==> config.mk <==
export PLATFORM = sky130hd
export DESIGN_NAME = cpu5_memarb
export DESIGN_NICKNAME = d
export VERILOG_FILES = /design/src/rtl/cpu5_memarb_pkg.sv /design/src/rtl/cpu5_memarb_wdog.sv /design/src/rtl/cpu5_memarb.sv
export SDC_FILE = /design/constraint.sdc
export NUM_CORES = 1
export LEC_CHECK = 0
export CAP_MARGIN = 10
export CORE_AREA = 2 2 108 110
export CTS_CLUSTER_DIAMETER = 150
export CTS_CLUSTER_SIZE = 20
export DETAILED_ROUTE_END_ITERATION = 10
export DIE_AREA = 0 0 110 112
export HOLD_SLACK_MARGIN = 0.12
export PLACE_DENSITY = 0.71
export SLEW_MARGIN = 20
export SYNTH_ARGS = -nofsm -noshare
export SYNTH_HDL_FRONTEND = slang
export SYNTH_SLANG_ARGS = --single-unit
==> constraint.sdc <==
create_clock -name clk -period 2.41 [get_ports clk]
set_input_delay 0.723 -clock clk [delete_from_list [all_inputs] [get_ports clk]]
set_output_delay 0.723 -clock clk [all_outputs]
set_load 0.03 [all_outputs]
==> src/rtl/cpu5_memarb_pkg.sv <==
// Shared constants and state encoding for the cpu5 unified-memory arbiter.
// Imported by the arbiter top and its watchdog sub-module.
package cpu5_memarb_pkg;

  localparam int CPU5_XLEN              = 32;
  localparam int CPU5_MEMARB_TIMEOUT    = 16;
  localparam int CPU5_MEMARB_LS_STREAK  = 4;
  localparam int CPU5_MEMARB_STATE_SIZE = 2;

  typedef enum logic [CPU5_MEMARB_STATE_SIZE-1:0] {
    CPU5_MEMARB_IDLE    = 2'd0,
    CPU5_MEMARB_WAIT_IF = 2'd1,
    CPU5_MEMARB_WAIT_LS = 2'd2,
    CPU5_MEMARB_DRAIN   = 2'd3
  } memarb_state_e;

  // Bits needed to hold a counter value in the range 0..n.
  function automatic int cnt_width(input int n);
    return (n < 1) ? 1 : $clog2(n + 1);
  endfunction

endpackage

==> src/rtl/cpu5_memarb_wdog.sv <==
// Response watchdog: counts cycles spent waiting on memory and flags the
// last allowed wait cycle so the arbiter can report a timeout.
module cpu5_memarb_wdog
  import cpu5_memarb_pkg::*;
#(
  parameter int TIMEOUT_CYCLES = CPU5_MEMARB_TIMEOUT
) (
  input  logic clk,
  input  logic reset,
  input  logic clr,
  input  logic en,
  output logic expired
);

  localparam int CW = cnt_width(TIMEOUT_CYCLES);
  localparam logic [CW-1:0] LAST = CW'(TIMEOUT_CYCLES - 1);

  logic [CW-1:0] cnt;

  always_ff @(posedge clk or negedge reset) begin
    if (!reset) begin
      cnt <= '0;
    end else if (clr) begin
      cnt <= '0;
    end else if (en) begin
      cnt <= cnt + 1'b1;
    end
  end

  assign expired = en && (cnt == LAST);

endmodule

==> src/rtl/cpu5_memarb.sv <==
// Arbitrates one unified memory port between instruction fetch and load/store.
// One outstanding transaction; LS has priority, bounded by a streak limit.
module cpu5_memarb
  import cpu5_memarb_pkg::*;
#(
  parameter int XLEN           = CPU5_XLEN,
  parameter int TIMEOUT_CYCLES = CPU5_MEMARB_TIMEOUT,
  parameter int LS_MAX_STREAK  = CPU5_MEMARB_LS_STREAK
) (
  input  logic              clk,
  input  logic              reset,
  input  logic              if_req,
  input  logic [XLEN-1:0]   if_addr,
  output logic              if_gnt,
  output logic              if_rvalid,
  output logic [XLEN-1:0]   if_rdata,
  output logic              if_err,
  input  logic              ls_req,
  input  logic              ls_we,
  input  logic [XLEN-1:0]   ls_addr,
  input  logic [XLEN-1:0]   ls_wdata,
  input  logic [XLEN/8-1:0] ls_wstrb,
  output logic              ls_gnt,
  output logic              ls_rvalid,
  output logic [XLEN-1:0]   ls_rdata,
  output logic              ls_err,
  output logic              mem_req,
  output logic              mem_we,
  output logic [XLEN-1:0]   mem_addr,
  output logic [XLEN-1:0]   mem_wdata,
  output logic [XLEN/8-1:0] mem_wstrb,
  input  logic              mem_ready,
  input  logic              mem_rvalid,
  input  logic [XLEN-1:0]   mem_rdata,
  output logic              busy
);

  localparam int SW = cnt_width(LS_MAX_STREAK);
  localparam logic [SW-1:0] STREAK_MAX = SW'(LS_MAX_STREAK);

  memarb_state_e state;
  logic [SW-1:0] streak;
  logic          idle;
  logic          in_wait;
  logic          expired;
  logic          ls_win;
  logic          if_win;
  logic          xfer;
  logic          resp_ok;
  logic          resp_to;

  // Every output is gated by reset so they all read 0 while it is held.
  assign idle    = reset && (state == CPU5_MEMARB_IDLE);
  assign in_wait = reset && ((state == CPU5_MEMARB_WAIT_IF) || (state == CPU5_MEMARB_WAIT_LS));

  // LS wins unless IF has been passed over LS_MAX_STREAK times in a row.
  assign ls_win = idle && ls_req && !(if_req && (streak == STREAK_MAX));
  assign if_win = idle && if_req && !ls_win;
  assign xfer   = (ls_win || if_win) && mem_ready;

  assign ls_gnt = ls_win && mem_ready;
  assign if_gnt = if_win && mem_ready;
  assign busy   = reset && (state != CPU5_MEMARB_IDLE);

  always_comb begin
    mem_req   = 1'b0;
    mem_we    = 1'b0;
    mem_addr  = '0;
    mem_wdata = '0;
    mem_wstrb = '0;
    if (ls_win) begin
      mem_req   = 1'b1;
      mem_we    = ls_we;
      mem_addr  = ls_addr;
      mem_wdata = ls_wdata;
      mem_wstrb = ls_wstrb;
    end else if (if_win) begin
      mem_req   = 1'b1;
      mem_addr  = if_addr;
    end
  end

  // A real response always beats a timeout landing in the same cycle.
  assign resp_ok = in_wait && mem_rvalid;
  assign resp_to = in_wait && !mem_rvalid && expired;

  always_comb begin
    if_rvalid = 1'b0;
    if_rdata  = '0;
    if_err    = 1'b0;
    ls_rvalid = 1'b0;
    ls_rdata  = '0;
    ls_err    = 1'b0;
    if (state == CPU5_MEMARB_WAIT_IF) begin
      if_rvalid = resp_ok || resp_to;
      if_err    = resp_to;
      if_rdata  = resp_ok ? mem_rdata : '0;
    end else if (state == CPU5_MEMARB_WAIT_LS) begin
      ls_rvalid = resp_ok || resp_to;
      ls_err    = resp_to;
      ls_rdata  = resp_ok ? mem_rdata : '0;
    end
  end

  cpu5_memarb_wdog #(
    .TIMEOUT_CYCLES(TIMEOUT_CYCLES)
  ) u_wdog (
    .clk     (clk),
    .reset   (reset),
    .clr     (!in_wait || mem_rvalid),
    .en      (in_wait),
    .expired (expired)
  );

  always_ff @(posedge clk or negedge reset) begin
    if (!reset) begin
      state  <= CPU5_MEMARB_IDLE;
      streak <= '0;
    end else begin
      case (state)
        CPU5_MEMARB_IDLE: begin
          if (xfer) begin
            state <= ls_win ? CPU5_MEMARB_WAIT_LS : CPU5_MEMARB_WAIT_IF;
            if (ls_win && if_req) begin
              streak <= (streak == STREAK_MAX) ? streak : streak + 1'b1;
            end else begin
              streak <= '0;
            end
          end
        end
        CPU5_MEMARB_WAIT_IF, CPU5_MEMARB_WAIT_LS: begin
          if (mem_rvalid) begin
            state <= CPU5_MEMARB_IDLE;
          end else if (expired) begin
            state <= CPU5_MEMARB_DRAIN;
          end
        end
        CPU5_MEMARB_DRAIN: begin
          // The late response to the timed-out request is swallowed here.
          if (mem_rvalid) begin
            state <= CPU5_MEMARB_IDLE;
          end
        end
        default: state <= CPU5_MEMARB_IDLE;
      endcase
    end
  end

endmodule

## Word level (Yosys, flattened, before mapping)

Index checks and enable logic that the tools add are counted.

| word-level totals | value |
|---|---|
| bits in registers | 10 |
| bits in latches | 0 |
| bits in writable memories | 0 |
| bits in read-only memories | 0 |
| input port bits | 139 |
| output and inout bits | 141 |
| logic and storage cells | 71 |
| memories | 0 |

| cells by class | value |
|---|---|
| add/sub/neg operators | 2 |
| multiply operators | 0 |
| divide/modulo/power cells | 0 |
| magnitude comparators | 0 |
| eq/ne operators | 9 |
| shift operators | 0 |
| muxes and demuxes | 27 |
| bitwise gates (word level) | 0 |
| reduce and logical (&&, ||, !) cells | 30 |

Operators with widths:

| cell | count |
|---|---|
| $mux 32 | 7 |
| $logic_and 1x1->1 | 16 |
| $mux 2 | 5 |
| $mux 5 | 2 |
| $mux 1 | 9 |
| $mux 3 | 2 |
| $ne 2x2->1 const B | 3 |
| $pmux 2 s3 | 1 |
| $reduce_and 3->1 | 2 |
| $add 5x1->5 const B | 1 |
| $eq 5x4->1 const B | 1 |
| $eq 2x2->1 const B | 2 |
| $logic_not 1->1 | 4 |
| $logic_or 1x1->1 | 4 |
| $mux 4 | 1 |
| $reduce_bool 2->1 | 2 |
| $add 3x1->3 const B | 1 |
| $eq 3x3->1 const B | 1 |
| $ne 3x3->1 const B | 1 |
| $eq 2x1->1 const B | 1 |
| $logic_not 2->1 | 1 |
| $reduce_or 2->1 | 1 |

## Longest topological paths before layout

Gate-level depths: netlist of run 1.

| logic depth | value |
|---|---|
| word-level depth | 10 |
| mapped depth | 6 |
| depth with buffers taken out | 6 |

## By module

From an unflattened synthesis of run 1, not the netlist that was laid out.

| second synthesis, totals | value |
|---|---|
| cells, all modules | 303 |
| area, all modules | 1925.6 sq um |

By module, submodules not included:

| module | instances | cells an instance | area an instance (sq um) | sequential area each (sq um) |
|---|---|---|---|---|
| cpu5_memarb | 1 | 279 | 1640.3 | 125.1 |
| cpu5_memarb_wdog | 1 | 24 | 285.3 | 125.1 |

## Least setup slack after synthesis of run 1

Ideal clock, no wire load.

| path | value |
|---|---|
| path kind | input-to-output |
| from | input port if_req |
| to | output port mem_addr[23] |
| arrival time | 1.645 ns |
| required time | 1.687 ns |
| slack | 0.042 ns |
| stages on the path | 5 |
| buffers on the path | 2 |
| path through | buf_6 -> and3_1 -> nor2_4 -> buf_2 -> a22o_1 |

| on the way | value |
|---|---|
| word-level cells in the longest chain between the ends | 7 |
| elaborated cells on any way between the ends | 8 |
| those cells by class | 2 x mux; 6 x reduce/logical |

Ends and longest elaborated chain:

| element | line | RTL |
|---|---|---|
| start, declared | cpu5_memarb.sv:12 | `input logic if_req,` |
| $logic_and 1x1->1 | cpu5_memarb.sv:57 | `assign ls_win = idle && ls_req && !(if_req && (streak == STREAK_MAX));` |
| $logic_not 1->1 | cpu5_memarb.sv:57 |  |
| $logic_and 1x1->1 | cpu5_memarb.sv:57 |  |
| $logic_not 1->1 | cpu5_memarb.sv:58 | `assign if_win = idle && if_req && !ls_win;` |
| $logic_and 1x1->1 | cpu5_memarb.sv:58 |  |
| $mux 32 | cpu5_memarb.sv:77 | `end else if (if_win) begin` |
| $mux 32 (*) | cpu5_memarb.sv:71 | `if (ls_win) begin` |
| end, declared | cpu5_memarb.sv:29 | `output logic [XLEN-1:0] mem_addr,` |

Every way passes the cells marked *; elsewhere a longest branch is shown, timed or not.

## Final worst setup path of run 1

| path | value |
|---|---|
| from | input port if_req |
| to | output port mem_addr[8] |

Same word-level chain as after synthesis.

==> key figures, run 1 <==
Pwr
  – Clock share of power: 0.107
  – Power Dens Cells: 491 nW/um^2
  – Switching power as a share of total power: 0.400
  – Power dissipated by switching net loads: 1240 uW
  – Largest voltage drop on the vdd net: 0.336 mV
  – Logic pwr share: 0.825
  – Leakage power of the design: 0.00282 uW
  – Overall power after layout: 3090 uW
  – Proportion of power drawn by flip-flops and latches: 0.068
  – Total internal power: 1850 uW

CTS
  – CTS tree: done
  – Clock insertion delay at the later pin of the skew report: 240 ps
  – Bufs on Longest Clock Path: 2
  – H-tree depth: 1
  – Inserted Clock Buffers: 3
  – # clock sinks: 10
  – CTS clk-pin slew, worst paths: 40 ps
  – Clock root buffer: sky130_fd_sc_hd__clkbuf_16

STA
  – Tightest slew margin relative to the limit: 0.662
  – Peak Freq: 394 MHz
  – Final count of pins violating max slew: 0
  – Ratio of final minimum period to clock period: 1.05
  – Final setup violating endpoints: 101
  – Slew at the pin with the worst max-slew slack: 506 ps
  – Final count of hold timing violations: 0
  – Worst Setup Slack, final: -131 ps
  – Setup repair after global routing missed its margin: true
  – Worst-case clock skew: 1.92 ps
  – Final hold slack: 458 ps
  – Minimum clock period after layout: 2540 ps

Logic synthesis
  – Async S/R FF share, synth: 1.00
  – Average instance area after synthesis: 7.63 sq um
  – Net count of the mapped netlist: 378
  – Largest area contributor in the netlist: sky130_fd_sc_hd__and2_1
  – Cell types with the largest area share after synthesis: sky130_fd_sc_hd__and2_1 (37%), sky130_fd_sc_hd__a22o_1 (16%), sky130_fd_sc_hd__dfrtp_1 (14%)
  – Yosys top cell area share: 0.371
  – Gate count after technology mapping: 230
  – Number of register bits inferred by synthesis: 10
  – Most frequent cells after synthesis: sky130_fd_sc_hd__and2_1 (104), sky130_fd_sc_hd__a22o_1 (32), sky130_fd_sc_hd__dfrtp_1 (10)
  – Most frequent cell after synthesis: sky130_fd_sc_hd__and2_1
  – Cell Area, Synth: 1750 sq um
  – Number of synthesized flops with an enable pin: 0
  – Sequential fraction of the synthesis area: 0.143
  – Most instantiated flip-flop cell in the synthesis netlist: sky130_fd_sc_hd__dfrtp_1
  – Synth warnings: 0
  – Synth cell types: 36

Die
  – IO Pins: 280
  – Die Area: 12300 sq um
  – Width of the chip: 110 um
  – Site row count: 39
  – Height of the die: 112 um
  – Core area: 11200 sq um
  – Effective utilization at floorplan: 0.157

Place
  – Final GP Congestion: 0.761
  – Placement Cell Area: 4730 sq um
  – Port buffer count: 279
  – Worst setup slack before clock tree synthesis: -540 ps
  – Detailed placement HPWL: 8480 um

Drt
  – Routed wire per std cell: 19.0 um
  – Via density: 4.40
  – Detailed Route WL: 13300 um
  – Residual antenna-violating net count after detailed routing: 0
  – Total vias in the final route: 3089
  – Remaining routing DRC violations: 0
  – 1st-iter DRT viols: 118
  – Detailed Routing Iterations Pass 1: 4

Global route
  – Antenna violations before repair: 0
  – Via count of the first global-routing pass: 3329
  – First-pass GRT wire length: 18300 um
  – Maximum number of pins on one net before global-route repair: 17
  – Total global-route track usage: 0.193
  – Gr ovfl total: 0

Flow run
  – Count of max-cap constraint violations: 0

Setup path
  – Count of buffer and inverter cells on the critical path: 4
  – Maximum fanout encountered on the critical timing path: 6
  – Signal arrival time at the worst endpoint: 1820 ps
  – Maximum single-stage delay on the critical path: 180 ps
  – Slowest stage cell, crit path: sky130_fd_sc_hd__and3_4
  – Kind of capture point of the worst setup path: primary output
  – Req. time, crit path: 1690 ps
  – Family with the most delay on the worst path: buffers and inverters
  – Category of the most critical setup path: in -> out
  – Type of element launching the critical path: input port
  – Crit-path cells: buf_8 -> and3_4 -> nor2_4 -> buf_12 -> clkbuf_16 -> a22o_1 -> buf_6

Layout
  – Post-Route Utilization: 0.564
  – Antenna Diode Count: 0
  – Layout cells sized above 1: 0.581
  – Net count, final: 708
  – Final design instance area without fill: 6300 sq um
  – Area Growth Syn to Fin: 259%

Run status
  – Failing checks: setup timing
  – Status: finished, violations left

Hold path
  – Type of the tightest min-delay check: reg -> reg
==> logic make-up after synthesis <==
family,count (synthesis),synth area share
AO/OA/AOI/OAI,45,0.220
multiplexers,2,0.0121
flip-flops,10,0.143
XOR/XNOR,2,0.00999
adder cells (fa/ha/maj),9,0.0642
AND/OR/NAND/NOR,137,0.476
buffers and inverters,25,0.0756
==> per-stage QoR <==
| step | setup TNS (ps) | instances |
|---|---|---|
| 6_report | -5990 | 702 |
| 5_1_grt | -14620 | 702 |
| 4_1_cts | -5450 | 696 |
| 3_5_place_dp | -65510 | 658 |
| 3_3_place_gp | -63010 | 658 |
| 2_1_floorplan | 0 | 230 |
==> final timing paths <==
path	end	start	slack [ps]	cells after the start
worst max-delay path	mem_addr[8]	if_req	-130	7
worst min-delay path	u_wdog.cnt[0]$_DFFE_PN0P_	u_wdog.cnt[0]$_DFFE_PN0P_	460	1
worst max register to register	state[0]$_DFFE_PN0P_	state[1]$_DFFE_PN0P_	550	7
worst min register to register	u_wdog.cnt[0]$_DFFE_PN0P_	u_wdog.cnt[0]$_DFFE_PN0P_	460	1
max in group asynchronous	u_wdog.cnt[3]$_DFFE_PN0P_	reset	1630	4
min in group asynchronous	state[1]$_DFFE_PN0P_	reset	510	3
==> layout by cell type, fill, tap and decap left out, drive strengths merged, types with 3 or more instances in the layout <==
cell and count:
a22o 32, nand2 3, dfrtp 10, inv 7, nor2 12, nand2b 3
buf 204, and2 105, nand3 4, clkdlybuf4s50 134, ha 9, o211ai 3
and3 3, clkbuf 9
==> registers in the layout (all words and copies together) (netlist names) <==
signal      count
streak          3
u_wdog.cnt      5
state           2
==> routing by layer <==
| metal | track usage | wire length (um) | vias up |
|---|---|---|---|
| met4 | 0.0473 | 280 | 0 |
| met3 | 0.0463 | 1200 | 22 |
| met5 | 0 | 0 | - |
| met2 | 0.367 | 7220 | 161 |
| li1 | - | - | 1448 |
| met1 | 0.209 | 4640 | 1458 |
==> cell type report <==
cell class,instances,area [sq um]
multi-input cells,195,1750
inverters,7,26.3
fillers,910,4870
well taps,143,179
clock buffers,4,88.8
repair buffers,343,4010
flip-flops and latches,10,250
==> timing repair <==
item / in CTS / in global routing
hold buffers: 0 / 0
setup buffers: 23 / 7
cloned: 11 / 5
endpoints found under the setup margin: 141 / 139
resized for setup: 254 / 42
pin swaps: 68 / 53
==> power by group through the flow <==
stage               clock network [uW]  registers (uW)  logic (uW)
floorplan                            0             211         880
global placement                     0             209        1730
detailed placement                   0             211        1750
CTS                                334             209        2360
global route                       344             213        2680
finish                             332             209        2550
Note: power is estimated with default switching activity, not from simulation.
==> run 2: changes to the inputs <==
- CAP_MARGIN: 10 -> 25
==> results of run 2 <==
Final layout, timing and power as in run 1 (identical DEF).
